`config.mk`:
```
export PLATFORM = sky130hd
export DESIGN_NAME = ex_dest_pipe_tracker
export DESIGN_NICKNAME = d
export VERILOG_FILES = /design/src/rtl/ex_dest_pipe_tracker.sv
export SDC_FILE = /design/constraint.sdc
export NUM_CORES = 1
export LEC_CHECK = 0
export ABC_CLOCK_PERIOD_IN_PS = 1800
export CAP_MARGIN = 40
export CORE_UTILIZATION = 45
export CTS_BUF_LIST = sky130_fd_sc_hd__clkbuf_2 sky130_fd_sc_hd__clkbuf_4 sky130_fd_sc_hd__clkbuf_8
export CTS_CLUSTER_DIAMETER = 200
export DETAILED_ROUTE_END_ITERATION = 6
export PLACE_DENSITY = 0.86
export SLEW_MARGIN = 40
export SYNTH_ARGS = -nofsm -noshare
export SYNTH_HDL_FRONTEND = slang
export SYNTH_SLANG_ARGS = --single-unit
```
`constraint.sdc`:
```
create_clock -name clk -period 1.8 [get_ports clk]
set_input_delay 0.36 -clock clk [delete_from_list [all_inputs] [get_ports clk]]
set_output_delay 0.36 -clock clk [all_outputs]
set_load 0.005 [all_outputs]
```
`src/rtl/ex_dest_pipe_tracker.sv`:
```
// EX-stage destination select plus a DEPTH-deep valid/dest tracker (EX/MEM .. WB)
// with nearest-match lookup of two decode-stage sources against in-flight writes.

module ex_dest_stage #(
   parameter int ADDR_W = 5
) (
   input  logic              clk,
   input  logic              rst_n,
   input  logic              load,
   input  logic              clear,
   input  logic              d_vld,
   input  logic [ADDR_W-1:0] d_dest,
   output logic              q_vld,
   output logic [ADDR_W-1:0] q_dest
);

   always_ff @(posedge clk or negedge rst_n) begin
      if (!rst_n) begin
         q_vld  <= 1'b0;
         q_dest <= '0;
      end else if (load) begin
         q_vld  <= d_vld;
         q_dest <= d_dest;
      end else if (clear) begin
         q_vld  <= 1'b0;
         q_dest <= '0;
      end
   end

endmodule

module ex_dest_pipe_tracker #(
   parameter int ADDR_W   = 5,
   parameter int DEPTH    = 3,
   parameter int LINK_REG = 31,
   localparam int DIST_W  = $clog2(DEPTH + 1)
) (
   input  logic              clk,
   input  logic              rst_n,
   input  logic [ADDR_W-1:0] dest_rt,
   input  logic [ADDR_W-1:0] dest_rd,
   input  logic [1:0]        dest_sel,
   input  logic              reg_write,
   input  logic              in_valid,
   input  logic              hold,
   input  logic              flush,
   input  logic [ADDR_W-1:0] src_a,
   input  logic [ADDR_W-1:0] src_b,
   output logic [ADDR_W-1:0] ex_dest,
   output logic [ADDR_W-1:0] mem_dest,
   output logic              mem_dest_vld,
   output logic [ADDR_W-1:0] wb_dest,
   output logic              wb_dest_vld,
   output logic [DIST_W-1:0] dist_a,
   output logic [DIST_W-1:0] dist_b
);

   logic [DEPTH-1:0]             vld_pipe;
   logic [DEPTH-1:0][ADDR_W-1:0] dest_pipe;
   logic                         entry_vld;
   logic [ADDR_W-1:0]            entry_dest;

   always_comb begin
      ex_dest = '0;
      case (dest_sel)
         2'b00:   ex_dest = dest_rt;
         2'b01:   ex_dest = dest_rd;
         2'b10:   ex_dest = ADDR_W'(LINK_REG);
         default: ex_dest = '0;
      endcase
   end

   // r0 writes are dropped here so the lookup never needs a zero check on dest
   assign entry_vld  = in_valid & reg_write & (dest_sel != 2'b11) & (ex_dest != '0) & ~flush;
   assign entry_dest = entry_vld ? ex_dest : '0;

   // Flush overrides hold on stage 0 only; older stages are already committed.
   generate
      for (genvar i = 0; i < DEPTH; i++) begin : g_stage
         if (i == 0) begin : g_head
            ex_dest_stage #(.ADDR_W(ADDR_W)) u_stage (
               .clk    (clk),
               .rst_n  (rst_n),
               .load   (~hold),
               .clear  (hold & flush),
               .d_vld  (entry_vld),
               .d_dest (entry_dest),
               .q_vld  (vld_pipe[0]),
               .q_dest (dest_pipe[0])
            );
         end else begin : g_body
            ex_dest_stage #(.ADDR_W(ADDR_W)) u_stage (
               .clk    (clk),
               .rst_n  (rst_n),
               .load   (~hold),
               .clear  (1'b0),
               .d_vld  (vld_pipe[i-1]),
               .d_dest (dest_pipe[i-1]),
               .q_vld  (vld_pipe[i]),
               .q_dest (dest_pipe[i])
            );
         end
      end
   endgenerate

   assign mem_dest     = dest_pipe[0];
   assign mem_dest_vld = vld_pipe[0];
   assign wb_dest      = dest_pipe[DEPTH-1];
   assign wb_dest_vld  = vld_pipe[DEPTH-1];

   // Scan oldest to youngest so the youngest match is the last one written.
   always_comb begin
      dist_a = '0;
      dist_b = '0;
      for (int i = DEPTH - 1; i >= 0; i--) begin
         if (vld_pipe[i] && dest_pipe[i] == src_a && src_a != '0) dist_a = DIST_W'(i + 1);
         if (vld_pipe[i] && dest_pipe[i] == src_b && src_b != '0) dist_b = DIST_W'(i + 1);
      end
   end

endmodule
```
# [Yosys cells after proc, flatten, opt, wreduce, memory -nomap -nowiden]
# Index checks and enable logic that the tools add are counted.
[word_totals] in_bits=28 out_inout_bits=21 word_cells=50 reg_bits=18
[classes] n_eq_ne=10 reduce_logical=16 n_bitwise=6 muxes=12
[op_table] cell="5-bit equality test" n=6
[op_table] cell="5-bit 2-to-1 mux" n=3
[op_table] cell="5-bit case mux with 3 select lines" n=1
[op_table] cell="5-bit nonzero test" n=3
[op_table] cell="1-bit logical AND" n=12
[op_table] cell="2-bit 2-to-1 mux" n=6
[op_table] cell="1-bit bitwise AND" n=5
[op_table] cell="2-bit by 1-bit equality test with 1-bit output (second input constant)" n=1
[op_table] cell="2-bit equality test (second input constant)" n=1
[op_table] cell="2-bit zero test" n=1
[op_table] cell="1-bit 2-to-1 mux" n=2
[op_table] cell="2-bit by 1-bit != test with 1-bit output (second input constant)" n=1
[op_table] cell="2-bit != test (second input constant)" n=1
[op_table] cell="1-bit NOT" n=1

# [Logic depth before layout (Yosys ltp)]
[depth] ltp_word=7 ltp_mapped=4 depth_no_buf=4

# [Modules after synthesis]
# A second synthesis with hierarchy kept.
[hier_totals] hier_cells=124 area_unflattened_um2=1209.9
[by_module_without_submodules] mod="ex_dest_stage" area_per_inst_um2=214.0 seq_area_each_um2=150.1 n_inst=3 cells_each=13
[by_module_without_submodules] mod="ex_dest_pipe_tracker" area_per_inst_um2=568.0 seq_area_each_um2=0.0 n_inst=1 cells_each=85

# [Worst setup path before layout]
# Ideal clock, no wire load.
[synth_path] kind="input -> output" startpoint="input src_b[0]" endpoint="output dist_b[0]" stages=4 n_path_buf=0 t_required_ns=1.440 arrival_time_ns=1.274 slack_ns=0.166 cell_sequence="or4_1 > nor2_2 > or4_4 > a21o_1"
[synth_via] elab_chain_cells=6 word_cells_on_any_way=13 classes_between="eq/ne (3); mux (3); reduce/logical (7)"
[synth_rtl] element="start, declared" line="48" rtl="input logic [ADDR_W-1:0] src_b,"
[synth_rtl] element="5-bit equality test" line="117" rtl="if (vld_pipe[i] && dest_pipe[i] == src_b && src_b != '0) dist_b = DIST_W'(i + 1);"
[synth_rtl] element="1-bit logical AND (2 in a row)" line="117"
[synth_rtl] element="2-bit 2-to-1 mux (2 in a row)" line="117"
[synth_rtl] element="2-bit 2-to-1 mux (*)" line="117"
[synth_rtl] element="end, declared" line="55" rtl="output logic [DIST_W-1:0] dist_b"
# Mark *: on every way between the ends. The rest lies on a longest branch, timed or not.

# [Worst setup path after layout]
[layout_path] startpoint="register g_stage[1].g_body.u_stage.q_dest[3]" endpoint="output dist_a[0]"
[layout_via] elab_chain_cells=5
[layout_rtl] element="start, declared" line="14" rtl="output logic [ADDR_W-1:0] q_dest"
[layout_rtl] element="start signal, assigned" line="23" rtl="q_dest <= d_dest;"
[layout_rtl] element="5-bit equality test" line="116" rtl="if (vld_pipe[i] && dest_pipe[i] == src_a && src_a != '0) dist_a = DIST_W'(i + 1);"
[layout_rtl] element="1-bit logical AND (2 in a row)" line="116"
[layout_rtl] element="2-bit 2-to-1 mux (2 in a row)" line="116"
[layout_rtl] element="end, declared" line="54" rtl="output logic [DIST_W-1:0] dist_a,"
# Every way passes these cells.

==> results.yml <==
drt:
  via_per_inst: 5.39
  drt_iter0_markers: 23
  drc: 0
  routed_wl_um: 4110
  vias: 1288
  ant_nets: 0
  wl_per_cell_um: 17.2
  first_pass_iters: 4
global_route:
  grt_pass1_vias: 1354
  grt_antenna_before_repair: 0
  gr-total-overflow: 0
  grt_max_degree: 19
  grt_pass1_wl_um: 5890
  grt_util_all_layers: 0.287
layout:
  fin_nets: 238
  layout_common_cells: "45 x buf_4, 26 x clkdlybuf4s50_1, 19 x xnor2_1"
  final_common_cell: "buf_4"
  fin_area_um2: 2160
  layoutNonFillerInstCount: 239
  antenna_cells: 0
  final_core_util: 0.847
  drive_gt1_frac: 0.450
  area_growth_syn_to_layout_pct: 72.8
floorplanning:
  core_area_um2: 2540
  fp.dieW_um: 54.7
  num_io_pins: 49
  die_h_um: 54.7
  start_util: 0.490
  dieArea_um2: 2990
  placementRows: 18
status:
  violations: "setup timing"
  status: "finished with violations"
clock_network:
  cts_tree: "done"
  cts-hold-fix-buffers: 0
  cts-htree-levels: 1
  clk-insertion-delay-late_ns: 0.29
  clk_path_buf_depth: 2
  clkTransAtPathRegs_ns: 0.11
  cts_num_sinks: 18
  clockRootBuffer: "clkbuf_4"
  cts_buffers: 3
timing:
  final_max_slew_viol_count: 0
  setup_viol: 4
  setup-tns-final_ns: -1.69
  worst_pin_slew_ns: 0.479
  post-route-period-util: 1.27
  setup_slack_ns: -0.481
  relSlewSlack: 0.678
  max_freq_mhz: 438
  rsz0062_at_grt: "yes"
  finClkSkew_ns: 0.00756
  hold_viol: 0
  period_needed_ns: 2.28
critical_path:
  endpoint_kind: "output pin"
  critical_path_class: "reg2out"
  worstPathArrival_ns: 1.92
  worstPathRequired_ns: 1.44
  crit_fanout: 2
  start_kind: "register"
yosys:
  yosysWarnings: 0
  netlist_area_um2: 1250
  ys_types: 23
  ys_seq_area_frac: 0.361
  syn_nets: 147
  synthCells: 119
  synth_top_cell_area_share: 0.361
  ys_top_cells_by_area: "dfrtp_1 36%, xnor2_1 15%, mux2_2 11%"
  synth_top_area_cell: "dfrtp_1"
  ys_ff_latch: 18
  syn_avg_cell_area_um2: 10.5
placement:
  dp_hpwl_um: 2840
  routabilityCongestion: 0.885
  place_area_um2: 2010
  placed_cells: 228
  port_buffers: 48
power:
  combPwrFrac: 0.309
  clkPwrFrac: 0.251
  ir_drop_v: 0.000391
  power_density_nw_per_um2: 454
  switching_power_w: 0.000261
  leakagePower_nw: 1.03
  p_seq_frac: 0.439
  switching_share: 0.267
  power.internal_w: 0.000716
job:
  maxCapViolations: 0
hold_path:
  hp-class: "in2async"
[what timing repair did]
action | 4_1_cts | 5_1_grt
cloned | 0 | 0
setup endpoints to repair | 9 | 10
pin swaps | 16 | 8
gates resized for setup | 64 | 7
hold endpoints to repair | 0 | 0
buffers inserted | 6 | 1
[cells in the mapped netlist]
| library cell | number |
|---|---|
| xnor2_1 | 22 |
| dfrtp_1 | 18 |
| mux2_2 | 12 |
| buf_4 | 10 |
| xor2_1 | 8 |
| nand4_1 | 6 |
| a22o_1 | 5 |
| nor2_1 | 5 |
| o2bb2ai_1 | 5 |
| a21oi_1 | 4 |
| nand2_1 | 3 |
| nor3_1 | 3 |
| a21o_1 | 2 |
| clkbuf_1 | 2 |
| nor2_2 | 2 |
| nor2b_1 | 2 |
| nor4_1 | 2 |
| or4_1 | 2 |
| or4_4 | 2 |
| a2111oi_2 | 1 |
| a211oi_1 | 1 |
| or3_1 | 1 |
| or3_2 | 1 |
[final cells by class]
cell class	instances	area, um2
clock buffers	4	36.3
fillers	143	389
multi-input cells	89	810
flip-flops and latches	18	450
well taps	30	37.5
repair buffers	98	822
[power groups by stage]
stage | logic, W | clock network, W | registers (W)
2_1_floorplan | 0.0000926 | 0 | 0.000436
3_3_place_gp | 0.000271 | 0 | 0.000437
3_5_place_dp | 0.000282 | 0 | 0.000437
4_1_cts | 0.000292 | 0.000250 | 0.000428
5_1_grt | 0.000322 | 0.000271 | 0.000430
6_report | 0.000303 | 0.000246 | 0.000429
[per-layer routing]
| layer | track usage | routed length, um | vias up | share of wire |
|---|---|---|---|---|
| li1 | - | - | 606 | - |
| met1 | 0.284 | 1610 | 618 | 0.39 |
| met2 | 0.556 | 2200 | 56 | 0.53 |
| met3 | 0.0500 | 229 | 8 | 0.056 |
| met4 | 0.150 | 76 | 0 | 0.018 |
| met5 | 0 | 0 | - | 0 |
[registers in the layout (all words and copies together) (netlist names)]
name,flops
g_stage.g_body.u_stage.q_dest,10
g_stage.g_head.u_stage.q_dest,5
g_stage.g_body.u_stage.q_vld,2
g_stage.g_head.u_stage.q_vld,1
[path summary, 6_finish.rpt]
check | from | endpoint | slack, ns | cells after the start
worst max-delay path | g_stage[1].g_body.u_stage.q_dest[3] | dist_a[0] | -0.48 | 6
worst min-delay path | rst_n | g_stage[1].g_body.u_stage.q_dest[2] | 0.38 | 2
worst max register to register | g_stage[1].g_body.u_stage.q_dest[3] | g_stage[2].g_body.u_stage.q_dest[3] | 0.51 | 5
worst min register to register | g_stage[1].g_body.u_stage.q_vld | g_stage[1].g_body.u_stage.q_vld | 0.68 | 2
max in group asynchronous | rst_n | g_stage[2].g_body.u_stage.q_dest[3] | 1.22 | 2
min in group clk | g_stage[1].g_body.u_stage.q_vld | g_stage[1].g_body.u_stage.q_vld | 0.68 | 2
[critical path, cell delays in order, from the launching register on]
cell	delay, ns
dfrtp_1	0.43
buf_6	0.14
xnor2_2	0.12
nand4_1	0.12
or4_4	0.51
a21o_1	0.19
buf_2	0.12
[cell families (layout without fill, tap and decap cells)]
logic type / count (synthesis) / after routing / synth area share
and+or+nand+nor: 29 / 29 / 0.137
AOI/OAI and AO/OA: 18 / 18 / 0.116
muxes: 12 / 12 / 0.108
xor gates and xnor gates: 30 / 30 / 0.211
DFF: 18 / 18 / 0.361
buffers and inverters: 12 / 102 / 0.0662
[per-stage QoR]
stage               total power, W  hold WS (ns)  worst slack [ns]
finish                    0.000978         0.382            -0.481
global route               0.00102         0.406            -0.545
CTS                       0.000971         0.383            -0.480
detailed placement        0.000719         0.641            -0.914
global placement          0.000708         0.647            -0.860
floorplan                 0.000528        0.0644             0.166
No activity file was read; power rests on OpenSTA's default activity.
